[src/rtl/fetch_queue_if.sv]
// Handshake bundle for the instruction-fetch front end: redirect port,
// MOV/MOC memory read channel and the decode-side instruction stream.
interface fetch_queue_if #(
  parameter int ADDR_W = 32,
  parameter int DATA_W = 32,
  parameter int DEPTH  = 4
);
  localparam int CNT_W = $clog2(DEPTH) + 1;

  logic              redirect;
  logic [ADDR_W-1:0] redirect_pc;
  logic              MOV;
  logic [ADDR_W-1:0] mem_addr;
  logic              MOC;
  logic [DATA_W-1:0] mem_data;
  logic              instr_valid;
  logic [DATA_W-1:0] Instruction;
  logic [ADDR_W-1:0] instr_pc;
  logic              instr_ready;
  logic [CNT_W-1:0]  count;

  // The fetch queue itself
  modport master (
    input  redirect, redirect_pc, MOC, mem_data, instr_ready,
    output MOV, mem_addr, instr_valid, Instruction, instr_pc, count
  );

  // Memory plus decode stage surrounding the fetch queue
  modport slave (
    output redirect, redirect_pc, MOC, mem_data, instr_ready,
    input  MOV, mem_addr, instr_valid, Instruction, instr_pc, count
  );
endinterface

[src/rtl/fetch_queue.sv]
// Instruction-fetch front end: owns the fetch PC, issues one outstanding
// word read at a time over MOV/MOC, and buffers returned words together
// with their PCs in a DEPTH-entry prefetch FIFO. A redirect flushes the
// FIFO; an in-flight read is never aborted, its data is simply dropped.
module fetch_queue #(
  parameter int              ADDR_W   = 32,
  parameter int              DATA_W   = 32,
  parameter int              DEPTH    = 4,
  parameter logic [ADDR_W-1:0] RESET_PC = '0
) (
  input  logic          clk_i,
  input  logic          rst_ni,
  fetch_queue_if.master bus
);
  localparam int PTR_W = $clog2(DEPTH);
  localparam int CNT_W = PTR_W + 1;
  localparam logic [CNT_W-1:0] FULL_CNT = CNT_W'(DEPTH);

  typedef enum logic [1:0] {IDLE, WAIT, DROP} state_e;

  state_e            state_q;
  logic [ADDR_W-1:0] fetch_pc_q;
  logic              mov_q;
  logic [ADDR_W-1:0] mem_addr_q;

  logic [ADDR_W-1:0] pc_mem_q   [DEPTH];
  logic [DATA_W-1:0] data_mem_q [DEPTH];
  logic [PTR_W-1:0]  wr_ptr_q, wr_ptr_d;
  logic [PTR_W-1:0]  rd_ptr_q, rd_ptr_d;
  logic [CNT_W-1:0]  count_q, count_d;

  logic [ADDR_W-1:0] target;
  logic              push;
  logic              pop;
  logic              flush;

  // Low two bits of a redirect target are forced to zero (word alignment)
  assign target = bus.redirect_pc & ~ADDR_W'(3);
  assign flush  = bus.redirect;
  assign push   = (state_q == WAIT) && bus.MOC && !bus.redirect;
  assign pop    = (count_q != '0) && bus.instr_ready;

  assign bus.MOV         = mov_q;
  assign bus.mem_addr    = mem_addr_q;
  assign bus.count       = count_q;
  assign bus.instr_valid = (count_q != '0);
  assign bus.Instruction = data_mem_q[rd_ptr_q];
  assign bus.instr_pc    = pc_mem_q[rd_ptr_q];

  // Fetch FSM: request issue, wait for completion, or drain a stale read
  always_ff @(posedge clk_i) begin
    if (!rst_ni) begin
      state_q    <= IDLE;
      fetch_pc_q <= RESET_PC;
      mov_q      <= 1'b0;
      mem_addr_q <= RESET_PC;
    end else begin
      case (state_q)
        IDLE: begin
          if (bus.redirect) begin
            fetch_pc_q <= target;
          end else if (count_q < FULL_CNT) begin
            mov_q      <= 1'b1;
            mem_addr_q <= fetch_pc_q;
            state_q    <= WAIT;
          end
        end
        WAIT: begin
          if (bus.MOC) begin
            mov_q      <= 1'b0;
            state_q    <= IDLE;
            fetch_pc_q <= bus.redirect ? target : fetch_pc_q + ADDR_W'(4);
          end else if (bus.redirect) begin
            fetch_pc_q <= target;
            state_q    <= DROP;
          end
        end
        DROP: begin
          if (bus.redirect) begin
            fetch_pc_q <= target;
          end
          if (bus.MOC) begin
            mov_q   <= 1'b0;
            state_q <= IDLE;
          end
        end
        default: begin
          mov_q   <= 1'b0;
          state_q <= IDLE;
        end
      endcase
    end
  end

  // FIFO pointer/occupancy next state; a flush wins over any pop
  always_comb begin
    wr_ptr_d = wr_ptr_q;
    rd_ptr_d = rd_ptr_q;
    count_d  = count_q;
    if (flush) begin
      rd_ptr_d = wr_ptr_q;
      count_d  = '0;
    end else begin
      if (push) begin
        wr_ptr_d = wr_ptr_q + PTR_W'(1);
      end
      if (pop) begin
        rd_ptr_d = rd_ptr_q + PTR_W'(1);
      end
      if (push && !pop) begin
        count_d = count_q + CNT_W'(1);
      end else if (!push && pop) begin
        count_d = count_q - CNT_W'(1);
      end
    end
  end

  // FIFO registers and storage; storage is cleared so the head is never X
  always_ff @(posedge clk_i) begin
    if (!rst_ni) begin
      wr_ptr_q <= '0;
      rd_ptr_q <= '0;
      count_q  <= '0;
      for (int i = 0; i < DEPTH; i++) begin
        pc_mem_q[i]   <= '0;
        data_mem_q[i] <= '0;
      end
    end else begin
      wr_ptr_q <= wr_ptr_d;
      rd_ptr_q <= rd_ptr_d;
      count_q  <= count_d;
      if (push) begin
        pc_mem_q[wr_ptr_q]   <= fetch_pc_q;
        data_mem_q[wr_ptr_q] <= bus.mem_data;
      end
    end
  end
endmodule
[src/flat_wrapper.sv]
// flat-port wrapper written by rule: the top's interface ports become plain ports
module fetch_queue_flat 
#(
  parameter int              ADDR_W   = 32,
  parameter int              DATA_W   = 32,
  parameter int              DEPTH    = 4,
  parameter logic [ADDR_W-1:0] RESET_PC = '0
)
  (clk_i, rst_ni, bus_redirect, bus_redirect_pc, bus_MOC, bus_mem_data, bus_instr_ready, bus_MOV, bus_mem_addr, bus_instr_valid, bus_Instruction, bus_instr_pc, bus_count);
  fetch_queue_if #(.ADDR_W(ADDR_W), .DATA_W(DATA_W), .DEPTH(DEPTH)) bus_i ();
  input  logic clk_i;
  input  logic rst_ni;
  input wire logic [$bits(bus_i.redirect)-1:0] bus_redirect;
  input wire logic [$bits(bus_i.redirect_pc)-1:0] bus_redirect_pc;
  input wire logic [$bits(bus_i.MOC)-1:0] bus_MOC;
  input wire logic [$bits(bus_i.mem_data)-1:0] bus_mem_data;
  input wire logic [$bits(bus_i.instr_ready)-1:0] bus_instr_ready;
  output wire logic [$bits(bus_i.MOV)-1:0] bus_MOV;
  output wire logic [$bits(bus_i.mem_addr)-1:0] bus_mem_addr;
  output wire logic [$bits(bus_i.instr_valid)-1:0] bus_instr_valid;
  output wire logic [$bits(bus_i.Instruction)-1:0] bus_Instruction;
  output wire logic [$bits(bus_i.instr_pc)-1:0] bus_instr_pc;
  output wire logic [$bits(bus_i.count)-1:0] bus_count;
  assign bus_i.redirect = bus_redirect;
  assign bus_i.redirect_pc = bus_redirect_pc;
  assign bus_i.MOC = bus_MOC;
  assign bus_i.mem_data = bus_mem_data;
  assign bus_i.instr_ready = bus_instr_ready;
  assign bus_MOV = bus_i.MOV;
  assign bus_mem_addr = bus_i.mem_addr;
  assign bus_instr_valid = bus_i.instr_valid;
  assign bus_Instruction = bus_i.Instruction;
  assign bus_instr_pc = bus_i.instr_pc;
  assign bus_count = bus_i.count;
  fetch_queue #(.ADDR_W(ADDR_W), .DATA_W(DATA_W), .DEPTH(DEPTH), .RESET_PC(RESET_PC)) u_core (.clk_i(clk_i), .rst_ni(rst_ni), .bus(bus_i));
endmodule
[config.mk]
export PLATFORM = sky130hd
export DESIGN_NAME = fetch_queue_flat
export DESIGN_NICKNAME = d
export VERILOG_FILES = /design/src/rtl/fetch_queue_if.sv /design/src/rtl/fetch_queue.sv /design/src/flat_wrapper.sv
export SDC_FILE = /design/constraint.sdc
export NUM_CORES = 1
export LEC_CHECK = 0
export CORE_MARGIN = 2
export CORE_UTILIZATION = 59
export DETAILED_ROUTE_END_ITERATION = 10
export PLACE_DENSITY = 0.85
export SLEW_MARGIN = 20
export SYNTH_ARGS = -nofsm -noshare
export SYNTH_HDL_FRONTEND = slang
export SYNTH_SLANG_ARGS = --single-unit
[constraint.sdc]
create_clock -name clk_i -period 15.3 [get_ports clk_i]
set_clock_uncertainty 0.1 [all_clocks]
set_input_delay 1.53 -clock clk_i [delete_from_list [all_inputs] [get_ports clk_i]]
set_output_delay 1.53 -clock clk_i [all_outputs]
set_load 0.01 [all_outputs]
## Word level (Yosys, flattened, before mapping)

Memory sizes are Yosys's and may differ from the RTL's. A register that Yosys moved wholly into a read port is not among the register bits.
Cells that the tools add are included.

| word-level totals | value |
|---|---|
| register bits after elaboration | 74 |
| memory bits (writable) | 256 |
| input bits | 69 |
| output and inout port bits | 101 |
| logic and storage cells | 78 |
| memories kept | 2 |

| operators by class | value |
|---|---|
| add/sub/neg operators | 5 |
| magnitude comparators | 1 |
| eq/ne operators | 7 |
| muxes and demuxes | 32 |
| bitwise operators | 2 |
| reduce and logical (&&, ||, !) cells | 22 |

Memory list:

| name | depth | width | read ports | clocked after Yosys merged registers in | wr ports | line | source |
|---|---|---|---|---|---|---|---|
| u_core.data_mem_q | 4 | 32 | 1 | 1 | 4 | fetch_queue.sv:27 | `logic [DATA_W-1:0] data_mem_q [DEPTH];` |
| u_core.pc_mem_q | 4 | 32 | 1 | 1 | 4 | fetch_queue.sv:26 | `logic [ADDR_W-1:0] pc_mem_q [DEPTH];` |

Operator list:

| cell | count |
|---|---|
| $mux W32 | 5 |
| $pmux W32 S2 | 1 |
| $reduce_or A32 Y1 | 2 |
| $add A32 B3 Y32 const B | 1 |
| $mux W2 | 13 |
| $mux W1 | 9 |
| $mux W3 | 2 |
| $pmux W2 S3 | 1 |
| $reduce_and A3 Y1 | 2 |
| $reduce_bool A2 Y1 | 3 |
| $reduce_or A2 Y1 | 3 |
| $logic_and A1 B1 Y1 | 5 |
| $add A2 B1 Y2 const B | 2 |
| $ne A2 B1 Y1 const B | 2 |
| $ne A2 B2 Y1 const B | 2 |
| $reduce_and A4 Y1 | 1 |
| $add A3 B1 Y3 const B | 1 |
| $logic_not A1 Y1 | 3 |
| $lt A3 B3 Y1 const B | 1 |
| $ne A3 B3 Y1 const B | 1 |
| $reduce_bool A3 Y1 | 1 |
| $sub A3 B1 Y3 const B | 1 |
| $eq A2 B1 Y1 const B | 1 |
| $eq A2 B2 Y1 const B | 1 |
| other kinds (4) | 5 |

## Logic depth before layout (Yosys ltp)

Gate-level depths: netlist (run 1).

| depth | value |
|---|---|
| depth after elaboration | 8 |
| mapped depth | 12 |
| gate-level depth less buffers | 10 |

## Worst setup path before layout (run 1)

OpenSTA, ideal clock, no wires.

| path | value |
|---|---|
| kind | in2reg |
| from | input port bus_redirect |
| to | memory u_core.data_mem_q[1][0], enable pin |
| library setup time | 0.575 ns |
| data arrival time | 6.716 ns |
| data required time | 14.625 ns |
| setup slack | 7.909 ns |
| stages | 5 |
| buffers on the path | 1 |
| cell sequence | nor2b_1 and2_1 clkbuf_1 nand2_1 o21ai_0 |

RTL lines:

| item | line | source |
|---|---|---|
| from (decl) | flat_wrapper.sv:13 | `input wire logic [$bits(bus_i.redirect)-1:0] bus_redirect;` |
| to (decl) | fetch_queue.sv:27 |  |

==> run_results.csv, run 1 <==
group,metric,value,unit
cells_and_area,fillers,1595,
power_and_ir_drop,power_leakage,6.38,nW
power_and_ir_drop,power_frac_seq,0.518,
route,first_pass_iters,5,
cts,htree_levels,2,
placed_design,place_area,0.0165,mm^2
cts,cts_buffers,34,
power_and_ir_drop,power_density,114,mW/mm^2
power_and_ir_drop,intPower,1.55,mW
placed_design,place.gp.congestion,0.867,
route,vias_per_cell,6.07,
worst_setup_path,cp_data_required_time,15.33,ns
floorplan,start_util,0.600,
cts,cts.path.max_buffers,3,
route,drc,0,
route,ant_nets,0,
min_path,min_path_type,"reg -> reg",
status,status,"complete, no violations",
cts,cts_setup_buffers,0,
timing,fmax,0.209,GHz
cells_and_area,area_growth_syn_to_layout,20.1,%
cts,cts_root_buffer,"clkbuf_16",
worst_setup_path,rrSetupSlack,11.39,ns
worst_setup_path,cp.arrival,4.81,ns
floorplan,row_count,57,
power_and_ir_drop,switching_share,0.221,
cells_and_area,drive_above_1_share,0.119,
grt,track_usage,0.267,
cells_and_area,finalInstanceArea,0.0175,mm^2
logic_synthesis,postSynthCellCount,1117,
logic_synthesis,async_reset_ff_frac,0,
logic_synthesis,syn_area_per_cell,13.1,um^2
logic_synthesis,ys.flop_type,"edfxtp_1",
power_and_ir_drop,switching_power,440,uW
floorplan,pin_count,170,
cts,cts.hold.buffers_added,0,
cells_and_area,regArea,0.00921,mm^2
floorplan,die_w,161,um
route,first_iter_violations,979,
route,post_drt_wl_per_cell,21.6,um
grt,grt_pass1_wl,53200,um
logic_synthesis,syn-cell-area,0.0146,mm^2
power_and_ir_drop,design_power_total,1.99,mW
min_path,min_delay_worst_endpoint,"u_core.bus.mem_addr[7]$_SDFFE_PN0P_",
worst_setup_path,r2r_start,"u_core.state_q[1]$_SDFFE_PN0P_",
logic_synthesis,synth-adder-area-share,0.00652,
placed_design,hpwl,20100,um
power_and_ir_drop,clkPwrFrac,0.394,
min_path,holdPathStages,2,
floorplan,core,0.0243,mm^2
timing,worst_pin_slew,1.09,ns
logic_synthesis,synth_mux_area_frac,0.102,
placed_design,port_buffers,167,
power_and_ir_drop,peakVddDrop,0.0677,mV
logic_synthesis,seq_area_frac_synth,0.631,
worst_setup_path,path_class,"in -> reg",
route,dr_total_vias,9643,
cts,clock-sinks,332,
worst_setup_path,cp-startpoint,"bus_redirect",
cts,cts_tree,"built",
logic_synthesis,synth_compound_area_frac,0.0617,
timing,hold_viol_final,0,
min_path,min_from,"u_core.bus.mem_addr[7]$_SDFFE_PN0P_",
placed_design,pre_cts_ws,10.03,ns
worst_setup_path,r2r_cells,8,
floorplan,die-area,0.0260,mm^2
route,wirelength,34300,um
timing,setup_viol,0,
cells_and_area,num_antenna_cells,0,
logic_synthesis,synth_simple_gate_area_frac,0.165,
cells_and_area,fin_nets,1322,
grt,grt_max_degree,65,
cts,path_clk_slew,0.06,ns
timing,relSlewSlack,0.270,
logic_synthesis,ys_ff_latch,332,
floorplan,die_h,161,um
power_and_ir_drop,combPwrFrac,0.088,
timing,fin_ws,10.52,ns
grt,grt_antenna_before_repair,0,
grt,overflow,0,
logic_synthesis,synth_top_family_by_area,"simple AND/OR/NAND/NOR gates",
logic_synthesis,synth-xor-area-share,0.00360,
cts,cts_resized,0,
logic_synthesis,syn-num-nets,1193,
worst_setup_path,start_kind,"primary input",
timing,slew_viol_final,0,
worst_setup_path,cp_max_fo,57,
logic_synthesis,ys_warn_count,0,
logic_synthesis,synth_edf_count,256,
worst_setup_path,endpoint_kind,"flip-flop",
logic_synthesis,ys_types,61,
cts,clock_latency,0.51,ns
flow_run,maxCapViolCount,0,
timing,hold_ws,0.353,ns
timing,rsz0062_at_grt,"false",
worst_setup_path,r2r_end,"u_core.data_mem_q[1][30]$_SDFFCE_PN0P_",
grt,grt_pass1_vias,9563,
timing,fin_crit_sh,0.312,
timing,fin_tns_setup,0,ns
timing,post-route-min-period,4.78,ns
cells_and_area,multi_input_area,0.00499,mm^2
-- power by group through the flow --
| stage | Sequential, mW | Clock [mW] | Combinational [mW] |
|---|---|---|---|
| detailed placement | 1.05 | 0 | 0.174 |
| finish | 1.03 | 0.784 | 0.175 |
| CTS | 1.03 | 0.793 | 0.176 |
| global placement | 1.05 | 0 | 0.172 |
| floorplan | 1.04 | 0 | 0.0942 |
| global route | 1.04 | 0.827 | 0.187 |
-- critical path: stages --
cell,delay (ns)
buf_2,0.09
buf_4,0.29
nor2b_1,0.23
and2_2,0.16
buf_4,0.48
nand2_1,0.46
o21ai_4,0.84
buf_4,0.65
-- cell usage in the layout, fill, tap and decap left out, drive strengths merged, types with 4 or more instances in the layout --
master,count
a21oi,58
o211ai,7
o41ai,4
nand2b,5
inv,28
nand3,13
xor2,4
clkinv,4
a211oi,4
a31oi,7
clkbuf,47
nor3,16
and3,53
mux4,64
a22o,4
dfxtp,76
buf,17
a41oi,4
ha,6
edfxtp,256
nor4,6
o221a,4
o21ai,20
nand2,106
clkdlybuf4s50,165
a311oi,4
and2,160
a22oi,4
nor2,69
-- per-layer routing --
| metal | GRT usage | wire length [um] | part of all wire |
|---|---|---|---|
| met1 | 0.376 | 13900 | 0.40 |
| met2 | 0.448 | 16800 | 0.49 |
| met3 | 0.0365 | 3060 | 0.089 |
| met4 | 0.0637 | 580 | 0.017 |
| met5 | 0 | 0 | 0 |
-- cell usage after synthesis, types with 5 or more instances --
master | count | share of area
and2_1 | 160 | 0.069
a21oi_1 | 58 | 0.020
mux4_2 | 64 | 0.099
nand3_1 | 12 | 0.0041
edfxtp_1 | 256 | 0.53
nor3_1 | 14 | 0.0048
o21ai_0 | 20 | 0.0069
nor2_1 | 68 | 0.017
a31oi_1 | 7 | 0.0030
clkbuf_1 | 70 | 0.018
and3_1 | 53 | 0.023
o211ai_1 | 7 | 0.0036
nand2_1 | 106 | 0.027
ha_1 | 6 | 0.0051
dfxtp_1 | 76 | 0.10
buf_1 | 15 | 0.0039
inv_1 | 27 | 0.0069
nor4_1 | 5 | 0.0021
nand2b_1 | 5 | 0.0021
-- registers in the layout, summed over array words and instances (netlist names), named ones only --
signal,count
u_core.rd_ptr_q,2
u_core.pc_mem_q,128
u_core.data_mem_q,128
u_core.bus.mem_addr,32
u_core.state_q,2
u_core.fetch_pc_q,32
u_core.wr_ptr_q,2
u_core.bus.MOV,1
u_core.bus.count,3
-- per-stage QoR --
step | instances | utilization
floorplan | 1117 | -
global placement | 1534 | 0.678
detailed placement | 1534 | 0.678
CTS | 1589 | 0.720
global route | 1589 | 0.720
finish | 1589 | 0.720
-- how the worst max path moves through the flow --
stage / end / slack (ns) / cells past startpoint
finish: u_core.data_mem_q[1][30]$_SDFFCE_PN0P_ / 10.52 / 8
detailed placement: u_core.pc_mem_q[1][9]$_SDFFCE_PN0P_ / 10.03 / 8
global placement: u_core.pc_mem_q[1][7]$_SDFFCE_PN0P_ / 10.10 / 8
global route: u_core.data_mem_q[1][15]$_SDFFCE_PN0P_ / 10.30 / 8
floorplan: u_core.data_mem_q[1][0]$_SDFFCE_PN0P_ / 7.91 / 5
CTS: bus_instr_pc[21] / 10.47 / 3
-- kinds of logic (layout without fill, tap and decap cells) --
family          after synthesis  in the layout
simple gates                449            449
flops                       332            332
compound gates              139            139
buf+inv                     116            264
mux                          68             68
fa+ha+maj                     7              7
xor+xnor                      6              6
-- final cells by class --
cell class / instances / share of cell area
Clock buffer: 47 / 0.0536
Timing Repair Buffer: 182 / 0.101
Sequential cell: 332 / 0.526
Tap cell: 324 / 0.0231
Multi-Input combinational cell: 669 / 0.285
Inverter: 27 / 0.00578
Clock inverter: 8 / 0.00536
No activity file was read; power rests on OpenSTA's default activity.
==> inputs of run 2 (changes only) <==
CORE_UTILIZATION = 56   (was 59)
PLACE_DENSITY = 0.82   (was 0.85)
clock period = 4.9 ns   (was 15.3 ns; I/O delays follow)
==> run 2 against run 1 <==
Against the previous run: critical path depth fell by 5; highest routed layer unchanged; die area is 5.2% higher; combinational power grew to 3.1 times the previous value; via count decreased by 0.51%; critical endpoint is now bus_instr_pc[19]; wire length down 1.8%; hold slack lost 0.00057 ns.
==> run_results.csv, run 2 (synthesis gave the netlist of run 1 again) <==
group,metric,value,unit
timing,rsz0062_at_grt,"false",
floorplan,core,0.0258,mm^2
power_and_ir_drop,clkPwrFrac,0.418,
cells_and_area,multi_input_area,0.00499,mm^2
status,status,"complete, no violations",
grt,grt_pass1_vias,9779,
cells_and_area,final_cell_mix,"256 x edfxtp_1, 165 x clkdlybuf4s50_1, 159 x and2_1, 104 x nand2_1, 74 x dfxtp_1",
worst_setup_path,start_kind,"flip-flop",
timing,hold_viol_final,0,
flow_run,maxCapViolCount,0,
timing,worst_pin_slew,1.04,ns
cells_and_area,area_growth_syn_to_layout,21.7,%
power_and_ir_drop,peakVddDrop,0.268,mV
power_and_ir_drop,power_frac_seq,0.497,
route,first_pass_iters,5,
placed_design,placedCellCount,1553,
route,met2_length,16400,um
worst_setup_path,cp.arrival,2.84,ns
power_and_ir_drop,combPwrFrac,0.084,
cells_and_area,fin_nets,1331,
cts,cts.path.max_buffers,3,
route,wirelength,33700,um
worst_setup_path,critPathBufInv,2,
cts,cts_setup_buffers,0,
cts,clock_latency,0.53,ns
worst_setup_path,cp_top_family,"flip-flops",
worst_setup_path,cp_max_fo,39,
power_and_ir_drop,intPower,5.05,mW
placed_design,port_buffers,167,
grt,track_usage,0.252,
grt,grt_antenna_before_repair,0,
floorplan,row_count,59,
floorplan,die-area,0.0274,mm^2
floorplan,start_util,0.565,
route,drc,0,
min_path,min_path_type,"reg -> reg",
route,vias_per_cell,5.93,
cells_and_area,fillers,1852,
worst_setup_path,crit_chain,"buf_12, mux4_2, clkdlybuf4s50_1",
worst_setup_path,cp_data_required_time,4.31,ns
route,met1_length,13900,um
cts,cts_resized,0,
grt,grt_max_degree,65,
route,dr_total_vias,9594,
cts,cts_tree,"built",
grt,grt_pass1_wl,52500,um
timing,fin_ws,1.47,ns
floorplan,die_h,165,um
placed_design,place_area,0.0166,mm^2
cells_and_area,regArea,0.00921,mm^2
floorplan,pin_count,170,
placed_design,pre_cts_ws,1.27,ns
route,ant_nets,0,
worst_setup_path,path_class,"reg -> out",
timing,relSlewSlack,0.308,
worst_setup_path,endpoint_kind,"output pin",
timing,hold_ws,0.353,ns
grt,overflow,0,
cts,cts_buffers,35,
floorplan,die_w,165,um
timing,setup_viol,0,
cells_and_area,layout_commonest_cell,"edfxtp_1",
worst_setup_path,crit_slowest_cell,"dfxtp_4",
route,first_iter_violations,878,
cells_and_area,largestRegisters,"u_core.data_mem_q (128), u_core.pc_mem_q (128)",
cts,clock-sinks,332,
timing,slew_viol_final,0,
cts,cts.hold.buffers_added,0,
power_and_ir_drop,power_leakage,6.49,nW
timing,fmax,0.292,GHz
placed_design,hpwl,20400,um
cells_and_area,drive_above_1_share,0.127,
placed_design,place.gp.congestion,0.866,
cts,htree_levels,2,
power_and_ir_drop,switching_share,0.221,
route,post_drt_wl_per_cell,20.8,um
cts,path_clk_slew,0.06,ns
cells_and_area,num_antenna_cells,0,
cells_and_area,finalNonFillerCells,1617,
cells_and_area,finalInstanceArea,0.0178,mm^2
route,wl_met3,2660,um
power_and_ir_drop,switching_power,1.43,mW
route,top_layer,"met4",
power_and_ir_drop,power_density,365,mW/mm^2
timing,fin_crit_sh,0.700,
worst_setup_path,slowest_delay,0.91,ns
timing,post-route-min-period,3.43,ns
cts,cts_root_buffer,"clkbuf_16",
[run 2: cell types whose count changed in the layout (fill, tap and decap cells not counted), sizes merged]
| cell | change |
|---|---|
| buf | +8 |
| clkinv | +6 |
| bufinv | +3 |
[run 2: layout make-up]
type	count	share of cell area
sequential	332	0.519
multi-input combinational	669	0.281
timing repair buffer	190	0.104
clock buffer	47	0.0536
tap	335	0.0236
clock inverter	17	0.0131
inverter	27	0.00571
[run 2: path summary, 6_finish.rpt]
path                                                          start                             endpoint  slack (ns)  depth (start not counted)
worst max register to register       u_core.state_q[0]$_SDFFE_PN0P_     u_core.bus.count[2]$_SDFFE_PP0P_        1.63                         10
worst max-delay path                                      flip-flop                     bus_instr_pc[19]        1.47                          3
worst min-delay path            u_core.bus.mem_addr[3]$_SDFFE_PN0P_  u_core.bus.mem_addr[3]$_SDFFE_PN0P_        0.35                          2
worst min register to register  u_core.bus.mem_addr[3]$_SDFFE_PN0P_  u_core.bus.mem_addr[3]$_SDFFE_PN0P_        0.35                          2
[run 2: metal layers]
metal  up-vias  GRT usage
met5         -          0
met4         0     0.0737
met3        60     0.0397
met2       462      0.421
met1      4693      0.346
li1       4379          -
[run 2: metrics by stage]
step,setup TNS [ns],utilization,power [mW]
floorplan,-193.94,-,3.54
global placement,0,0.641,3.81
detailed placement,0,0.641,3.83
CTS,0,0.687,6.51
global route,0,0.687,6.68
finish,0,0.687,6.48
[run 2: power by group through the flow]
stage                     sequential, mW  combinational [mW]  clock (mW)
after floorplan                     3.25               0.294           0
after global placement              3.27               0.541           0
after detailed placement            3.28               0.548           0
after CTS                           3.22               0.552        2.74
after global routing                3.24               0.591        2.85
final                               3.22               0.547        2.71
[run 2: tightest hold or removal path: stages (launching register included)]
cell     delay (ns)
dfxtp_1        0.30
nand2_1        0.05
a21oi_1        0.05
==> inputs of run 3 (changes only) <==
CORE_UTILIZATION = 51   (was 56)
PLACE_DENSITY = 0.79   (was 0.82)
clock period = 2.85 ns   (was 4.9 ns; I/O delays follow)
==> run 3 against run 2 <==
Against the previous run: design area grew 2.1%; total power rose by 73%; global-route usage is 1.8 points lower; critical path type unchanged; largest cell class unchanged; highest routed layer unchanged.
==> run_results.csv, run 3 (synthesis gave the netlist of run 1 again) <==
group,metric,value,unit
status,status,"complete, no violations",
cts,cts_root_buffer,"clkbuf_16",
cts,cts_tree,"built",
cells_and_area,finalNonFillerCells,1682,
timing,relSlewSlack,0.478,
grt,track_usage,0.234,
placed_design,placedCellCount,1616,
grt,grtUsageMet3,0.0367,
cts,cts.path.max_buffers,3,
grt,grt_max_degree,63,
worst_setup_path,crit_slowest_cell,"mux4_2",
route,dr_total_vias,9765,
cells_and_area,finalInstanceArea,0.0181,mm^2
worst_setup_path,cp_top_family,"buffers and inverters",
grt,grt_pass1_vias,9763,
cells_and_area,fin_util,0.647,
grt,grt.busiest_layer,"met2",
floorplan,core,0.0280,mm^2
floorplan,start_util,0.521,
min_path,min_path_type,"in -> reg",
timing,fmax,0.360,GHz
cells_and_area,layout_commonest_cell,"edfxtp_1",
route,post_drt_wl_per_cell,21.0,um
route,drc,0,
worst_setup_path,cp_max_fo,24,
power_and_ir_drop,peakVddDrop,0.357,mV
route,ant_nets,0,
cells_and_area,final_cell_mix,"256 x edfxtp_1, 165 x clkdlybuf4s50_1, 159 x and2_1, 104 x nand2_1, 74 x dfxtp_1",
worst_setup_path,cp_data_required_time,2.47,ns
grt,grt_antenna_before_repair,0,
worst_setup_path,endpoint_kind,"output pin",
floorplan,die-area,0.0300,mm^2
placed_design,place_area,0.0169,mm^2
grt,globalRouteMet1Util,0.329,
cts,clock-sinks,332,
timing,slew_viol_final,0,
cts,clock_latency,0.50,ns
timing,hold_viol_final,0,
cells_and_area,area_growth_syn_to_layout,24.2,%
grt,grt_pass1_wl,55100,um
worst_setup_path,critPathBufInv,2,
floorplan,die_h,173,um
grt,met2_usage,0.391,
timing,setup_viol,0,
worst_setup_path,path_class,"reg -> out",
grt,overflow,0,
cts,cts_buffers,36,
cts,path_clk_slew,0.06,ns
power_and_ir_drop,power_density,620,mW/mm^2
cts,cts_setup_buffers,0,
floorplan,row_count,61,
floorplan,pin_count,170,
timing,worst_pin_slew,0.780,ns
worst_setup_path,slowest_delay,0.60,ns
placed_design,port_buffers,167,
route,first_iter_violations,1110,
worst_setup_path,crit_chain,"buf_12, mux4_2, clkdlybuf4s50_1",
timing,fin_tns_setup,0,ns
placed_design,place.gp.congestion,0.898,
route,wirelength,35300,um
route,vias_per_cell,5.81,
timing,post-route-min-period,2.78,ns
cts,htree_levels,2,
worst_setup_path,cp.arrival,2.39,ns
power_and_ir_drop,power_leakage,6.66,nW
cells_and_area,largestRegisters,"u_core.data_mem_q (128), u_core.pc_mem_q (128)",
worst_setup_path,start_kind,"flip-flop",
cells_and_area,num_antenna_cells,0,
timing,rsz0062_at_grt,"false",
cells_and_area,drive_above_1_share,0.144,
flow_run,maxCapViolCount,0,
timing,fin_crit_sh,0.974,
route,first_pass_iters,5,
cells_and_area,fin_nets,1354,
floorplan,die_w,173,um
placed_design,hpwl,21900,um
run 3: cell types whose count changed in the layout (fill, tap and decap cells not counted):
cell	delta
buf_12	+8
buf_16	+1
buf_4	+11
clkbuf_1	-1
clkbuf_16	+3
clkbuf_2	+2
clkbuf_8	-1
clkinv_1	-3
clkinv_2	+4
clkinv_8	-2
dfxtp_2	-1
dfxtp_4	+1
dlygate4sd3_1	+1
inv_6	-1
run 3: final timing paths:
path,slack [ns],start,cells after the start,end
worst max register to register,0.18,u_core.state_q[0]$_SDFFE_PN0P_,7,u_core.fetch_pc_q[30]$_SDFFE_PN0P_
worst min register to register,0.35,u_core.bus.mem_addr[1]$_SDFFE_PN0P_,2,u_core.bus.mem_addr[1]$_SDFFE_PN0P_
worst max-delay path,0.07,flip-flop,3,bus_instr_pc[16]
worst min-delay path,0.25,bus_redirect,4,u_core.state_q[0]$_SDFFE_PN0P_
run 3: worst reg2reg max path, stage by stage (launching register included):
cell       delay [ns]
dfxtp_1          0.39
inv_1            0.09
ha_1             0.26
nand4bb_1        0.26
or4_1            0.67
nor3_2           0.35
a31oi_1          0.13
o311a_1          0.30
run 3: through the flow:
step / power (mW) / hold slack (ns) / setup WS [ns]
2_1_floorplan: 6.08 / 0.333 / 0.0335
3_3_place_gp: 6.59 / 0.343 / 0.194
3_5_place_dp: 6.62 / 0.345 / 0.183
4_1_cts: 11.3 / 0.229 / 0.0366
5_1_grt: 11.6 / 0.254 / 0.00132
6_report: 11.2 / 0.249 / 0.0731
run 3: repair_timing:
| item | CTS | global route |
|---|---|---|
| hold buffers | 1 | 0 |
| gates resized for setup | 0 | 1 |
| hold endpoints to repair | 1 | 0 |
| endpoints found under the setup margin | 0 | 2 |
run 3: report_power, final:
part	switching, mW	total (mW)	internal [mW]
sequential	0.142	5.54	5.40
combinational	0.498	0.990	0.492
clock	1.81	4.71	2.90
run 3: cell type report:
cell class	count	area (um^2)
tap	378	473
inverter	27	101
clock buffer	49	995
timing repair buffer	212	2150
fill	2051	9880
multi-input combinational	669	4990
clock inverter	15	200
sequential	332	9220
run 3: layer usage:
layer,vias up,share of wire
li1,4424,-
met1,4861,0.42
met2,430,0.49
met3,50,0.074
met4,0,0.016
met5,-,0
